### src/rtl/word_tokenizer.sv
// Character-to-token lexer: splits a separator-delimited ASCII stream into
// BEGIN / END / OTHER tokens carrying word length and a running token count.
module word_tokenizer #(
  parameter int unsigned LEN_W = 8,
  parameter logic [7:0]  SEP   = 8'h20
) (
  input  logic             clk_i,
  input  logic             rst_ni,
  input  logic [7:0]       in_i,
  input  logic             in_valid_i,
  input  logic             flush_i,
  output logic             tok_valid_o,
  output logic [1:0]       tok_kind_o,
  output logic [LEN_W-1:0] tok_len_o,
  output logic [31:0]      word_cnt_o,
  output logic [3:0]       st_o
);

  typedef enum logic [3:0] {
    S_IDLE  = 4'd0,
    S_B     = 4'd1,
    S_BE    = 4'd2,
    S_BEG   = 4'd3,
    S_BEGI  = 4'd4,
    S_BEGIN = 4'd5,
    S_E     = 4'd6,
    S_EN    = 4'd7,
    S_END   = 4'd8,
    S_OTH   = 4'd9
  } state_e;

  localparam logic [1:0]       KIND_BEGIN = 2'd1;
  localparam logic [1:0]       KIND_END   = 2'd2;
  localparam logic [1:0]       KIND_OTHER = 2'd3;
  localparam logic [LEN_W-1:0] LEN_MAX    = {LEN_W{1'b1}};

  state_e           state_q;
  logic [LEN_W-1:0] len_q;
  logic             tok_valid_q;
  logic [1:0]       tok_kind_q;
  logic [LEN_W-1:0] tok_len_q;
  logic [31:0]      word_cnt_q;

  logic [7:0]       c_lc;
  logic             is_chr;
  logic             is_sep;
  state_e           adv_state;
  logic [LEN_W-1:0] len_inc;
  state_e           word_state;
  logic [LEN_W-1:0] word_len;
  logic             term;

  always_comb begin
    c_lc = in_i;
    if (in_i >= 8'h41 && in_i <= 8'h5A) c_lc = in_i | 8'h20;
    is_chr = in_valid_i && (in_i != SEP);
    is_sep = in_valid_i && (in_i == SEP);

    adv_state = S_OTH;
    case (state_q)
      S_IDLE: begin
        if (c_lc == "b")      adv_state = S_B;
        else if (c_lc == "e") adv_state = S_E;
      end
      S_B:    if (c_lc == "e") adv_state = S_BE;
      S_BE:   if (c_lc == "g") adv_state = S_BEG;
      S_BEG:  if (c_lc == "i") adv_state = S_BEGI;
      S_BEGI: if (c_lc == "n") adv_state = S_BEGIN;
      S_E:    if (c_lc == "n") adv_state = S_EN;
      S_EN:   if (c_lc == "d") adv_state = S_END;
      default: adv_state = S_OTH;
    endcase

    len_inc = (len_q == LEN_MAX) ? len_q : len_q + 1'b1;

    // A character arriving with flush is appended before the word closes.
    word_state = is_chr ? adv_state : state_q;
    word_len   = is_chr ? len_inc : len_q;
    term       = (is_sep || flush_i) && (word_state != S_IDLE);
  end

  always_ff @(posedge clk_i or negedge rst_ni) begin
    if (!rst_ni) begin
      state_q     <= S_IDLE;
      len_q       <= '0;
      tok_valid_q <= 1'b0;
      tok_kind_q  <= 2'd0;
      tok_len_q   <= '0;
      word_cnt_q  <= '0;
    end else begin
      tok_valid_q <= 1'b0;
      if (term) begin
        tok_valid_q <= 1'b1;
        case (word_state)
          S_BEGIN: tok_kind_q <= KIND_BEGIN;
          S_END:   tok_kind_q <= KIND_END;
          default: tok_kind_q <= KIND_OTHER;
        endcase
        tok_len_q  <= word_len;
        word_cnt_q <= word_cnt_q + 32'd1;
        state_q    <= S_IDLE;
        len_q      <= '0;
      end else if (is_chr) begin
        state_q <= adv_state;
        len_q   <= len_inc;
      end
    end
  end

  assign tok_valid_o = tok_valid_q;
  assign tok_kind_o  = tok_kind_q;
  assign tok_len_o   = tok_len_q;
  assign word_cnt_o  = word_cnt_q;
  assign st_o        = state_q;

endmodule

### config.mk
export PLATFORM = sky130hd
export DESIGN_NAME = word_tokenizer
export DESIGN_NICKNAME = d
export VERILOG_FILES = /design/src/rtl/word_tokenizer.sv
export SDC_FILE = /design/constraint.sdc
export NUM_CORES = 1
export LEC_CHECK = 0
export CORE_ASPECT_RATIO = 1.1
export CORE_UTILIZATION = 56
export DETAILED_ROUTE_END_ITERATION = 8
export PLACE_DENSITY = 0.91
export SLEW_MARGIN = 0
export SYNTH_ARGS = -nofsm -noshare
export SYNTH_HDL_FRONTEND = slang
export SYNTH_SLANG_ARGS = --single-unit
### constraint.sdc
create_clock -name clk_i -period 3.6 [get_ports clk_i]
set_input_delay 0.72 -clock clk_i [delete_from_list [all_inputs] [get_ports clk_i]]
set_output_delay 0.72 -clock clk_i [all_outputs]
set_load 0.01 [all_outputs]
Word level (Yosys, flattened, before mapping). Index checks and enable logic that the tools add are counted.

Bits in registers: 55. Input port bits: 12. Output and inout port bits: 47. Word-level logic and storage cells: 51.

Add/subtract/negate cells: 2. Magnitude comparators: 2. Eq/ne operators: 17. Mux-type cells: 17. Reductions and logical operators: 7.

Operators by type and width (number): 8-bit by 7-bit equality test with 1-bit output (second input constant) (6); 4-bit 2-to-1 mux (9); 32-bit by 1-bit adder with 32-bit output (second input constant) (1); 4-bit case mux with 7 select lines (1); 8-bit 2-to-1 mux (3); 4-bit by 3-bit equality test with 1-bit output (second input constant) (4); 8-bit by 1-bit adder with 8-bit output (second input constant) (1); 4-bit by 2-bit equality test with 1-bit output (second input constant) (2); 8-bit by 6-bit equality test with 1-bit output (second input constant) (1); 8-bit equality test (second input constant) (1); 8-bit by 7-bit >= comparator with 1-bit output (second input constant) (1); 8-bit by 7-bit less-or-equal comparator with 1-bit output (second input constant) (1); 8-bit by 6-bit inequality test with 1-bit output (second input constant) (1); 6-bit 2-to-1 mux (1); 4-bit by 1-bit equality test with 1-bit output (second input constant) (1); 4-bit equality test (second input constant) (1); 1-bit logical AND (4); 4-bit logical NOT (1); 2-bit case mux with 2 select lines (1); 4-bit nonzero test (1); 1-bit 2-to-1 mux (2); 1-bit logical OR (1).

Depth between registers and ports, before layout. Gate-level depths: netlist of run 1.

Depth in word-level cells: 11. Depth in mapped cells: 10. Depth with buffers taken out: 7.

Worst setup path after synthesis of run 1. OpenSTA, ideal clock, no wires.

Path kind: input-to-reg. From: in in_i[4]. To: reg word_cnt_q[18], in the netlist word_cnt_o[18]. Library setup time: 0.129 ns. Data arrival time: 2.375 ns. Required time: 3.471 ns. Slack: 1.096 ns. Stages: 9. Path buffers: 2. Cells stage by stage: nor3b_4 o211ai_1 and3_1 o32ai_2 and3_1 buf_6 buf_12 nor3_2 xor2_1.

Word-level cells in the longest chain between the ends: 10. Elaborated cells between the ends (all ways): 27. Those cells by class: order compare: 2; eq/ne: 8; mux: 11; reduce/logical: 6.

Ends and longest elaborated chain: start, declared (line 9) `input logic [7:0] in_i,`; 8-bit by 7-bit >= comparator with 1-bit output / 8-bit by 7-bit less-or-equal comparator with 1-bit output (equally long branches) (line 55) `if (in_i >= 8'h41 && in_i <= 8'h5A) c_lc = in_i | 8'h20;`; 1-bit logical AND (line 55); 6-bit 2-to-1 mux (line 55); 8-bit by 7-bit equality test with 1-bit output (line 63, 65); 4-bit 2-to-1 mux (line 63) `else if (c_lc == "e") adv_state = S_E;`; 4-bit 2-to-1 mux (line 62) `if (c_lc == "b") adv_state = S_B;`; 4-bit case mux with 7 select lines (line 60) `case (state_q)`; 4-bit 2-to-1 mux; 4-bit nonzero test (line 79) `term = (is_sep || flush_i) && (word_state != S_IDLE);`; 1-bit logical AND (*) (line 79); end signal, assigned (line 100) `word_cnt_q <= word_cnt_q + 32'd1;`; end, declared (line 42) `logic [31:0] word_cnt_q;`.

Mark *: on every way between the ends. The rest lies on a longest branch, timed or not. A chain may end at the register's enable or synchronous reset.

Final worst setup path of run 1.
From: in in_i[6]. To: reg tok_len_q[2], in the netlist tok_len_o[2].

Word-level cells in the longest chain between the ends: 10. Elaborated cells between the ends (all ways): 28. Those cells by class: order compare: 2; eq/ne: 8; mux: 12; reduce/logical: 6.

Ends and longest elaborated chain: 8-bit by 7-bit >= comparator with 1-bit output / 8-bit by 7-bit less-or-equal comparator with 1-bit output (equally long branches) (line 55); 1-bit logical AND (line 55); 6-bit 2-to-1 mux (line 55); 8-bit by 7-bit equality test with 1-bit output (line 63, 65); 4-bit 2-to-1 mux (line 63); 4-bit 2-to-1 mux (line 62); 4-bit case mux with 7 select lines (line 60); 4-bit 2-to-1 mux; 4-bit nonzero test (line 79); 1-bit logical AND (line 79); end signal, assigned (line 99) `tok_len_q <= word_len;`; end, declared (line 41) `logic [LEN_W-1:0] tok_len_q;`.

Several ways; a longest one is shown, not always the timed one.

==> flow_summary.yaml, run 1 <==
floorplanning:
  core_area_mm2: 0.00507
  rows: 27
  io_pins: 59
  die_area_mm2: 0.00565
  die_w_um: 71.8
  die_h_um: 78.8
  start_util_pct: 59.2
timing:
  drv_slew: 0
  final-hold-violation-count: 0
  fmax_ghz: 0.310
  hold_slack_ns: 0.486
  post-route-min-period_ns: 3.23
  rsz0062_at_grt: "no"
  setup_tns_ns: 0
  fin_skew_ns: 0.00613
  worstMarginPinSlew_ns: 0.897
  setup_viol: 0
  relSlewSlack_pct: 40.2
  fin_crit_sh_pct: 89.6
pwr:
  leakage_nw: 1.61
  ir_drop_mv: 0.372
  sw_frac_of_total_pct: 28.1
  switchingPower_mw: 0.421
  internal-power_mw: 1.08
  p_per_area_mw_per_mm2: 400
  seq_power_share_pct: 50.0
  clkPwrFrac_pct: 27.8
  pwr-share-comb_pct: 22.3
synthesis:
  ys_seq_elements: 55
  yosysWarningCount: 0
  netlist_area_mm2: 0.00300
  synthDistinctLibCells: 56
  async_reset_ff_share_pct: 100
  synthCells: 277
  synth_area_leaders: "dfrtp_1 (46%), xor2_1 (6.4%), nand4_1 (4.6%)"
  syn-num-nets: 291
  netlist.area_leader.share_pct: 45.9
  synth_top_flop_cell: "dfrtp_1"
  synth_top_area_cell: "dfrtp_1"
  syn_avg_cell_area_um2: 10.8
  yosysSeqAreaShare_pct: 45.9
  synth-edff-count: 0
layout:
  fin_nets: 348
  syn2layout_area_growth_pct: 25.0
  layout-drive-gt1-share_pct: 14.6
  insertedDiodeCount: 0
global_routing:
  antenna_found_initial: 0
  grtUsageMet2_pct: 42.1
  grt_pass1_wl_um: 11300
  track_usage_pct: 25.4
  busiest_layer: "met2"
  overflow: 0
  grt_util_met3_pct: 4.57
  grt_max_degree: 43
  use_met1_pct: 33.4
  first_global_vias: 2334
drt:
  first_iter_violations: 209
  drcViolationCount: 0
  wl_per_cell_um: 16.9
  vias: 2431
  antenna_left: 0
  dr.pass1.iters: 4
  viasPerCell: 6.19
  drt-total-wl_um: 6650
setup_path:
  worstPathMaxFanout: 23
  crit_type: "input pin to register"
  critical_path_arrival_ns: 3.45
  critical_path_required_ns: 3.83
  end_kind: "register"
  critPathLaunchType: "input pin"
run_status:
  status: "finished clean"
clock_tree:
  cts_tree: "yes"
  cts_resized: 0
  clkSinkCount: 55
  cts_hold_buffers: 0
  cts_inserted_buffers: 5
  clock_latency_ns: 0.30
  root_buffer: "clkbuf_8"
  ctsHtreeMaxLevel: 2
  cts_setup_buffers: 0
  clock_path_buffers: 2
  clk_pin_slew_ns: 0.09
place:
  dp_hpwl_um: 4640
  place_congestion: 0.848
  port_buffers: 58
run:
  cap_violations: 0
hold_path:
  hold_path_class: "register to register"
-- kinds of logic after synthesis --
kind of cell / Yosys count / synth area share (%)
AOI/OAI and AO/OA: 29 / 8.17
xor gates and xnor gates: 36 / 10.5
adders and majority gates: 2 / 0.834
buffers and inverters: 21 / 4.05
DFF: 55 / 45.9
muxes: 7 / 2.42
and+or+nand+nor: 127 / 28.1
-- layout make-up --
cell class | count | area (um^2)
Clock buffer | 6 | 82.6
Timing Repair Buffer | 66 | 648
Multi-Input combinational cell | 201 | 1520
Sequential cell | 55 | 1380
Fill cell | 370 | 1320
Clock inverter | 2 | 35.0
Tap cell | 58 | 72.6
Inverter | 5 | 18.8
-- metrics by stage --
| stage | util [%] | cell area, um^2 | total power [mW] | setup slack (ns) | instances |
|---|---|---|---|---|---|
| after global placement | 71.7 | 3630 | 1.08 | 0.245 | 385 |
| final | 74.0 | 3750 | 1.50 | 0.374 | 393 |
| after detailed placement | 71.7 | 3630 | 1.09 | 0.0999 | 385 |
| after floorplan | - | 3000 | 0.914 | 1.10 | 277 |
| after global routing | 74.0 | 3750 | 1.57 | 0.212 | 393 |
| after CTS | 74.0 | 3750 | 1.51 | 0.391 | 393 |
-- cells in the mapped netlist, types with 3 or more instances --
master and instances:
nor2_1 24, dfrtp_1 55, nor4_2 8, buf_2 6
nand3_1 10, xnor2_1 14, and4_1 3, clkbuf_1 5
a21oi_1 9, nor3_2 9, mux2i_1 5, and3_1 14
xor2_1 22, inv_1 5, nand2_1 15, nand4_1 22
-- placed cells by master, fill, tap and decap left out, types with 3 or more instances in the layout --
cell type        count
clkdlybuf4s50_1     57
dfrtp_1             55
xnor2_1             14
nor2_1              24
clkbuf_8             6
nand3_1             10
xor2_1              22
buf_4                7
nand4_1             22
nor3_2               9
and3_1              14
inv_1                5
mux2i_1              5
nor4_2               8
nand2_1             15
and4_1               3
a21oi_1              9
-- final timing paths --
check | cells past startpoint | to | slack [ns] | startpoint
setup reg to reg | 9 | tok_len_o[2] | 0.99 | st_o[1]
hold / removal | 1 | word_cnt_o[31] | 0.49 | word_cnt_o[31]
min in group asynchronous | 1 | word_cnt_o[22] | 0.53 | rst_ni
setup / recovery | 10 | tok_len_o[2] | 0.37 | in_i[6]
max in group asynchronous | 2 | st_o[1] | 2.35 | rst_ni
hold reg to reg | 1 | word_cnt_o[31] | 0.49 | word_cnt_o[31]
-- metal layers --
metal,share of wire [%],routed length (um),vias to the layer above
met5,0,0,-
met1,43,2870,1216
met2,51,3370,76
met4,1.9,128,0
met3,4.3,284,17
li1,-,-,1122
-- flip-flops by register name, summed over array words and instances, names as in the netlist --
name / flops
tok_kind_o: 2
tok_valid_o: 1
tok_len_o: 8
st_o: 4
len_q: 8
word_cnt_o: 32
-- power by group through the flow --
stage / Clock (mW) / Combinational [mW] / Sequential [mW]
2_1_floorplan: 0 / 0.150 / 0.764
3_3_place_gp: 0 / 0.321 / 0.756
3_5_place_dp: 0 / 0.333 / 0.759
4_1_cts: 0.427 / 0.337 / 0.749
5_1_grt: 0.452 / 0.362 / 0.761
6_report: 0.416 / 0.334 / 0.749
-- worst max-delay path, cell delays in order --
cell and delay, ns:
clkdlybuf4s50_1 0.52, nor3b_4 0.38, and3_4 0.28, and3_1 0.20, o32ai_1 0.09, buf_4 0.17
a31oi_4 0.57, buf_4 0.32, nor2_1 0.06, a21oi_1 0.13
No activity file was read; power rests on OpenSTA's default activity.
==> run 2, diff against run 1 <==
--- a/config.mk
+++ b/config.mk
@@ -6,9 +6,10 @@
 export NUM_CORES = 1
 export LEC_CHECK = 0
 export CORE_ASPECT_RATIO = 1.1
-export CORE_UTILIZATION = 56
+export CORE_UTILIZATION = 58
+export CTS_BUF_LIST = sky130_fd_sc_hd__clkbuf_2
 export DETAILED_ROUTE_END_ITERATION = 8
-export PLACE_DENSITY = 0.91
+export PLACE_DENSITY = 0.93
 export SLEW_MARGIN = 0
 export SYNTH_ARGS = -nofsm -noshare
 export SYNTH_HDL_FRONTEND = slang
==> run 2 against run 1 <==
  * Power shrank 12%
  * Largest cell class unchanged
  * Wire length shrank 7.9%
  * First-iteration DRC count shrank 28%
  * The flow now finishes with violations (design-rule violations)
  * Core utilization shrank 1.1 points
==> flow_summary.yaml, run 2 (synthesis results as in run 1) <==
layout:
  insertedDiodeCount: 0
  syn2layout_area_growth_pct: 21.5
  final_cell_mix: "clkdlybuf4s50_1 (57), dfrtp_1 (55), nor2_1 (24), nand4_1 (22), xor2_1 (22)"
  stdcell_area_mm2: 0.00364
  largest_reg_flops: 32
  layout-drive-gt1-share_pct: 13.6
  final_cell_count_no_fill: 390
  n_fill_cell: 378
  final_common_cell: "clkdlybuf4s50_1"
  fin_nets: 345
place:
  dp_hpwl_um: 4440
  placed_area_mm2: 0.00360
  port_buffers: 58
  dp_cells: 382
  pre_cts_ws_ns: 0.242
  place_congestion: 0.852
floorplanning:
  core_area_mm2: 0.00500
  die_area_mm2: 0.00546
  rows: 27
  die_h_um: 77.4
  die_w_um: 70.6
  io_pins: 59
  start_util_pct: 60.0
timing:
  fmax_ghz: 0.342
  final-hold-violation-count: 0
  post-route-min-period_ns: 2.93
  setup_viol: 0
  relSlewSlack_pct: 52.9
  layout_setup_ws_ns: 0.675
  setup_tns_ns: 0
  worstMarginPinSlew_ns: 0.706
  drv_slew: 0
  rsz0062_at_grt: "no"
  fin_crit_sh_pct: 81.3
  fin_skew_ns: 0.0245
drt:
  wl_per_cell_um: 15.7
  dr.pass1.iters: 8
  first_iter_violations: 150
  viasPerCell: 6.01
  drt-total-wl_um: 6120
  antenna_left: 0
  drcViolationCount: 4
  vias: 2345
global_routing:
  grt_util_met3_pct: 5.06
  grt_pass1_wl_um: 10400
  first_global_vias: 2231
  grtUsageMet2_pct: 42.1
  use_met1_pct: 29.6
  grt_max_degree: 39
  antenna_found_initial: 0
  track_usage_pct: 24.0
  busiest_layer: "met2"
  overflow: 0
clock_tree:
  clkSinkCount: 55
  cts_resized: 0
  clock_latency_ns: 0.42
  ctsHtreeMaxLevel: 2
  root_buffer: "clkbuf_2"
  clk_pin_slew_ns: 0.26
  cts_setup_buffers: 0
  cts_hold_buffers: 0
  cts_inserted_buffers: 5
  cts_tree: "yes"
  clock_path_buffers: 2
hold_path:
  hold_path_class: "input pin to async pin"
setup_path:
  critical_path_required_ns: 3.97
  crit_type: "input pin to register"
  critical_path_arrival_ns: 3.29
  critPathLaunchType: "input pin"
  worstPathMaxFanout: 10
  end_kind: "register"
pwr:
  p_per_area_mw_per_mm2: 360
  power_mw: 1.31
  ir_drop_mv: 0.366
  leakage_nw: 1.57
run:
  cap_violations: 0
run_status:
  failed_checks: "design-rule violations"
  status: "finished, violations left"
## run 2: cell types whose count changed in the layout (fill, tap and decap cells not counted), sizes merged
cell,change
buf,-3
bufinv,-1
clkinv,+1
## run 2: final cells by class
| cell class | count | area (um^2) | area share (%) |
|---|---|---|---|
| multi-input cells | 201 | 1510 | 41.4 |
| flip-flops and latches | 55 | 1380 | 37.8 |
| repair buffers | 63 | 626 | 17.2 |
| well taps | 58 | 72.6 | 1.99 |
| clock buffers | 6 | 30.0 | 0.824 |
| inverters | 5 | 18.8 | 0.515 |
| clock inverters | 2 | 12.5 | 0.343 |
## run 2: critical path, stage by stage
cell and delay [ns]:
clkdlybuf4s50_1 0.59, nor4b_4 0.40, and3_4 0.26, a21o_1 0.30, and3_1 0.42, nand4_1 0.15
nor4_2 0.25, xor2_1 0.19
## run 2: routing by layer
layer / up-vias / wire (um)
met5: - / 0
met4: 0 / 83
met3: 8 / 263
met2: 69 / 3220
met1: 1156 / 2560
li1: 1112 / -
## run 2: worst paths after layout
check,cells after the start,endpoint,startpoint,slack [ns]
worst max-delay path,8,word_cnt_o[31],in_i[3],0.67
worst min-delay path,1,word_cnt_o[24],rst_ni,0.29
worst max register to register,7,word_cnt_o[1],st_o[1],1.15
worst min register to register,1,word_cnt_o[28],word_cnt_o[28],0.51
max in group asynchronous,2,len_q[3],rst_ni,2.48
min in group clk_i,1,word_cnt_o[28],word_cnt_o[28],0.51
## run 2: stage by stage
stage	hold WS (ns)	utilization, %
2_1_floorplan	0.424	-
3_3_place_gp	0.457	72.0
3_5_place_dp	0.479	72.0
4_1_cts	0.287	72.9
5_1_grt	0.276	72.9
6_report	0.293	72.9
## run 2: power by group
part	total [mW]	switching [mW]	internal [mW]	leakage (nW)
registers	0.745	0.0678	0.677	0.724
clock network	0.235	0.185	0.0505	0.0306
logic	0.333	0.158	0.175	0.815
